## config.mk

```make
export PLATFORM = sky130hd
export DESIGN_NAME = booth
export DESIGN_NICKNAME = d
export VERILOG_FILES = /design/src/rtl/booth.sv
export SDC_FILE = /design/constraint.sdc
export NUM_CORES = 1
export LEC_CHECK = 0
export CORE_MARGIN = 2
export CORE_UTILIZATION = 50
export CTS_CLUSTER_SIZE = 14
export DETAILED_ROUTE_END_ITERATION = 8
export GPL_TIMING_DRIVEN = 0
export PLACE_DENSITY = 0.84
export REMOVE_ABC_BUFFERS = 1
export SLEW_MARGIN = 15
export SYNTH_ARGS = -nofsm -noshare
export SYNTH_HDL_FRONTEND = slang
export SYNTH_SLANG_ARGS = --single-unit
```

## constraint.sdc

```tcl
create_clock -name clk -period 6.1 [get_ports clk]
set_input_delay 0.915 -clock clk [delete_from_list [all_inputs] [get_ports clk]]
set_output_delay 0.915 -clock clk [all_outputs]
set_load 0.01 [all_outputs]
```

## src/rtl/booth.sv

```systemverilog
// Sequential radix-2 Booth multiplier: LOAD -> N ITER edges -> DONE, product registered on DONE entry.
// Optional macro BOOTH_AUTO_RESTART_EN restarts the multiply when m or q changes while in DONE.
module booth #(
    parameter int N = 4
) (
    input  logic           clk,
    input  logic           rst,
    input  logic [N-1:0]   m,
    input  logic [N-1:0]   q,
    output logic [2*N-1:0] result
);
    localparam int CW = $clog2(N + 1);

    typedef enum logic [1:0] {LOAD, ITER, DONE} state_t;

    state_t          state;
    logic [N:0]      a_reg;
    logic [N:0]      m_reg;
    logic [N-1:0]    q_reg;
    logic            q_1;
    logic [CW-1:0]   count;
    logic [N:0]      a_sum;
`ifdef BOOTH_AUTO_RESTART_EN
    logic [N-1:0]    q_lat;
`endif

    // Extra accumulator bit keeps A-M exact when M is the most negative operand.
    always_comb begin
        a_sum = a_reg;
        case ({q_reg[0], q_1})
            2'b10:   a_sum = a_reg - m_reg;
            2'b01:   a_sum = a_reg + m_reg;
            default: a_sum = a_reg;
        endcase
    end

    always_ff @(posedge clk or negedge rst) begin
        if (!rst) begin
            state  <= LOAD;
            a_reg  <= '0;
            m_reg  <= '0;
            q_reg  <= '0;
            q_1    <= 1'b0;
            count  <= '0;
            result <= '0;
`ifdef BOOTH_AUTO_RESTART_EN
            q_lat  <= '0;
`endif
        end else begin
            case (state)
                LOAD: begin
                    a_reg <= '0;
                    m_reg <= {m[N-1], m};
                    q_reg <= q;
                    q_1   <= 1'b0;
                    count <= CW'(N);
`ifdef BOOTH_AUTO_RESTART_EN
                    q_lat <= q;
`endif
                    state <= ITER;
                end
                ITER: begin
                    if (count != '0) begin
                        a_reg <= {a_sum[N], a_sum[N:1]};
                        q_reg <= {a_sum[0], q_reg[N-1:1]};
                        q_1   <= q_reg[0];
                        count <= count - 1'b1;
                    end else begin
                        result <= {a_reg[N-1:0], q_reg};
                        state  <= DONE;
                    end
                end
                DONE: begin
`ifdef BOOTH_AUTO_RESTART_EN
                    // Compare against the operands captured at LOAD, not the shifted Q.
                    if (m != m_reg[N-1:0] || q != q_lat)
                        state <= LOAD;
                    else
                        state <= DONE;
`else
                    state <= DONE;
`endif
                end
                default: state <= LOAD;
            endcase
        end
    end
endmodule

```

# After elaboration in Yosys (flattened, before gate mapping)
# Index checks and enable logic that the tools add are counted.
# classes
n_reduce_logical	5
n_eq_ne	6
mux	11
bitwise_logic	1
add_sub_neg	3
# op_table
operator	count
$pmux W5 S2	2
$pmux W4 S2	1
$pmux W2 S3	1
$pmux W3 S2	1
$add A5 B5 Y5	1
$mux W5	1
$sub A5 B5 Y5	1
$eq A2 B1 Y1 const B	2
$eq A2 B2 Y1 const B	2
$mux W4	1
$ne A2 B2 Y1 const B	2
$reduce_and A2 Y1	2
$mux W3	1
$reduce_bool A3 Y1	1
$sub A3 B1 Y3 const B	1
$logic_not A2 Y1	1
$mux W2	1
$pmux W1 S2	1
$reduce_bool A2 Y1	1
$mux W1	1
$not A1 Y1	1
# word_totals
input_bits	10
ff_bits	27
output_inout_bits	8

# Logic depth before layout (Yosys ltp)
# logic_depth
depth_word	4
mapped_depth	10

# Worst setup path after synthesis
# No wires, ideal clock.
# synth_path
path_type	register to register
startpoint	reg q_reg[0]
endpoint	reg a_reg[2]
stages_incl_launch_ff	9
path_buffers	0
setup_slack_ps	4153
arrival_ps	1809
t_required_ps	5963
path_cell_list	dfrtp_1 inv_1 ha_1 mux2_2 ha_1 a21o_1 a21oi_1 xor2_1 o221ai_1
# synth_via
elab_chain_cells	4
# synth_lines
element	line	rtl
start: declaration	19	logic [N-1:0] q_reg;
start signal: assignment	54	q_reg <= q;
start signal: assignment	65	q_reg <= {a_sum[0], q_reg[N-1:1]};
$eq A2 B1 Y1 or $eq A2 B2 Y1 (tied branches)	30	case ({q_reg[0], q_1})
$pmux W5 S2 *	30	
$mux W5 *	63	if (count != '0) begin
$pmux W5 S2 *	50	case (state)
end signal: assignment	64	a_reg <= {a_sum[N], a_sum[N:1]};
end: declaration	17	logic [N:0] a_reg;
# Every way passes the cells marked *; elsewhere a longest branch is shown, timed or not. The select of a mux whose other input is x is not followed.
# A chain may end at the register's enable or synchronous reset.

# Worst setup path in the final report
# layout_path
startpoint	reg state[1]
endpoint	reg q_reg[1]
# layout_via
elab_chain_cells	3
# layout_lines
element	line	rtl
start: declaration	16	state_t state;
start signal: assignment	39	state <= LOAD;
start signal: assignment	60	state <= ITER;
start signal: assignment	70	state <= DONE;
$eq A2 B1 Y1 or $logic_not A2 Y1 (tied branches)	50	
$ne A2 B2 Y1 (no source line) or $reduce_bool A2 Y1 (tied branches)	-	
$reduce_and A2 Y1 (no source line)	-	
# Several ways; a longest one is shown, not always the timed one.

==> run metrics <==
outcome=complete, no violations; pin count of the biggest net entering global routing=27; CTS tree=done; top cells by area, synth=dfrtp_1 (48%), ha_1 (9.2%), mux2_2 (7.4%); synthesized area=1360 um^2; Sw Share=32.3%; Root Buffer=clkbuf_4; crit path capture type=flip-flop; Synth warnings=0; combinational family with the most area after synthesis=simple AND/OR/NAND/NOR gates; first-pass GRT wire length=4280 um; WL met3=61 um; Die W=56.2 um; worst reg2reg path startpoint=state[1]; Hold WC Path Type=reg -> reg; Final Hold Violating Endpoints=0; sequential power share=49.3%; Placed Instances=175; post-synthesis register bit count=26; switching power=0.160 mW; initial antenna violation count=0; Worst Tran Pin Value=0.787 ns; Max Clock Skew=0.00899 ns; RePlAce Congestion=0.852; I/O Pins=18; Pwr Density=316 nW/um^2; Routed Antenna Nets=0; Pleak=0.729 nW; fin nets=171; Reg2Reg Setup Slack=3.72 ns; DRC violations left=0; Die Footprint=3160 um^2; final std cells w/o fill=178; worst-skew pair later-pin latency=0.32 ns; Mean Syn Cell Area=10.3 um^2; Comb power frac=35.9%; xor-xnor portion of the synthesized cell area=4.50%; cts hold-fix bufs=0; asr flop ratio synth=100%; Rel. slew slack=47.2%; final wirelength=2440 um; max FFs per register=8; sequential element share of the synthesized area=47.7%; cell with the most instances after synthesis=dfrtp_1; MaxCap Viol Count=0; FF-to-FF path depth=5; EDFF count, synth=0; gr ovfl total=0; CP Capture Point=q_reg[1]; area delta synth->final=14.5%; post-detailed-route wirelength per cell=13.7 um; DRT Pass-1 Iters=4; CP max FO=12; Max Clock Freq=420 MHz; Worst IR Drop VDD=0.000243 V; CP arrival=2.57 ns; CP Launch Type=flip-flop; PortBufs=17; total track usage=17.4%; CTS resizes=0; kind of critical path=reg -> reg; final setup fails=0; mux contribution to synthesized area=10.4%; setup TNS=0 ns; P_int=0.334 mW; vias in the first global route=979; Mapped Cells=133; Post-Synth Simple-Gate Area=11.4%; Synth cell types=25; TritonCTS Sinks=26; Starting Density=54.1%; Rows=18; Metal-1 WL=1050 um; Post-synth top flop=dfrtp_1; hpwl dp=1870 um; CTS Buf Count=3; Synth Area in Compound Gates=10.4%; final worst path period need=2.38 ns; Vias=948; highest routed metal layer=met4; power share of the clock group=14.7%; CTS H-tree depth=1; share of the synthesized area in the top cell type=47.7%; worst setup path start=state[1]; initial DRC count=12; fin crit share=39.1%; layout cells sized above 1=9.46%; Slew Limit Fails=0; Die Ht=56.2 um; Synth area leader=dfrtp_1; Worst-path clk slew=0.14 ns; CP required=6.28 ns; adder-cell share of the synthesized area=10.6%; setup bufs post-CTS=0; Clock Tree Buf Depth=2; most instantiated cells after synthesis=dfrtp_1 (26), nand2_1 (20), o21ai_0 (15); Most flops, register=result; met2 WL=1290 um; Worst R2R End=q_reg[1]; core area=2520 um^2; RSZ-0062 raised after global routing=false; Antenna Cells=0; Via density=5.33
cell usage in the layout (no fill, tap or decap), drive strengths merged:
master,count
a21o,2
a21oi,3
buf,1
clkbuf,3
clkdlybuf4s50,16
dfrtp,26
fa,1
ha,10
inv,11
mux2,9
mux2i,4
nand2,20
nand2b,2
nand3,5
nand3b,1
nor2,3
nor2b,1
nor3,1
o21ai,18
o221ai,1
o2bb2ai,1
or2,2
xnor2,2
xor2,5
area by class of cell:
type | count | area [um^2]
fillers | 215 | 961
flip-flops and latches | 26 | 651
clock buffers | 3 | 22.5
well taps | 30 | 37.5
inverters | 11 | 41.3
repair buffers | 17 | 165
multi-input cells | 91 | 644
critical path, stage by stage, from the launching register on:
cell and delay (ns):
dfrtp_1 0.39, inv_1 0.09, ha_1 0.42, nand3b_1 0.49
o21ai_1 0.62, o21ai_0 0.22
worst min-delay path by stage:
stage / startpoint / endpoint / slack (ns) / cells past startpoint
4_1_cts: result[5] / result[5] / 0.50 / 2
5_1_grt: result[5] / result[5] / 0.52 / 2
6_report: result[5] / result[5] / 0.50 / 2
3_3_place_gp: result[5] / result[5] / 0.46 / 2
2_1_floorplan: q_reg[0] / q_reg[0] / 0.45 / 2
3_5_place_dp: result[5] / result[5] / 0.47 / 2
power groups by stage:
stage,Sequential (mW),Clock (mW),Combinational [mW]
floorplan,0.249,0,0.102
global placement,0.243,0,0.169
global route,0.251,0.0825,0.196
detailed placement,0.248,0,0.179
CTS,0.244,0.0757,0.180
finish,0.244,0.0728,0.177
logic make-up (layout without fill, tap and decap cells):
| kind of cell | count (synthesis) | count (layout) |
|---|---|---|
| AO/OA/AOI/OAI | 25 | 25 |
| XOR/XNOR | 7 | 7 |
| adder cells (fa/ha/maj) | 11 | 11 |
| buffers and inverters | 16 | 31 |
| flip-flops | 26 | 26 |
| multiplexers | 13 | 13 |
| AND/OR/NAND/NOR | 35 | 35 |
through the flow:
step	util (%)	setup slack [ns]	hold WS [ns]	power (mW)	cell area, um^2
floorplan	-	4.15	0.450	0.351	1340
global placement	61.2	3.81	0.461	0.412	1540
detailed placement	61.2	3.68	0.473	0.427	1540
CTS	62.1	3.67	0.505	0.500	1570
global route	61.9	3.49	0.521	0.529	1560
finish	61.9	3.72	0.495	0.494	1560
per-layer routing:
metal	up-vias	track usage, %
met5	-	0
met4	0	7.14
met3	4	3.49
met2	8	30.4
met1	462	20.7
li1	474	-
Note: power is estimated with default switching activity, not from simulation.
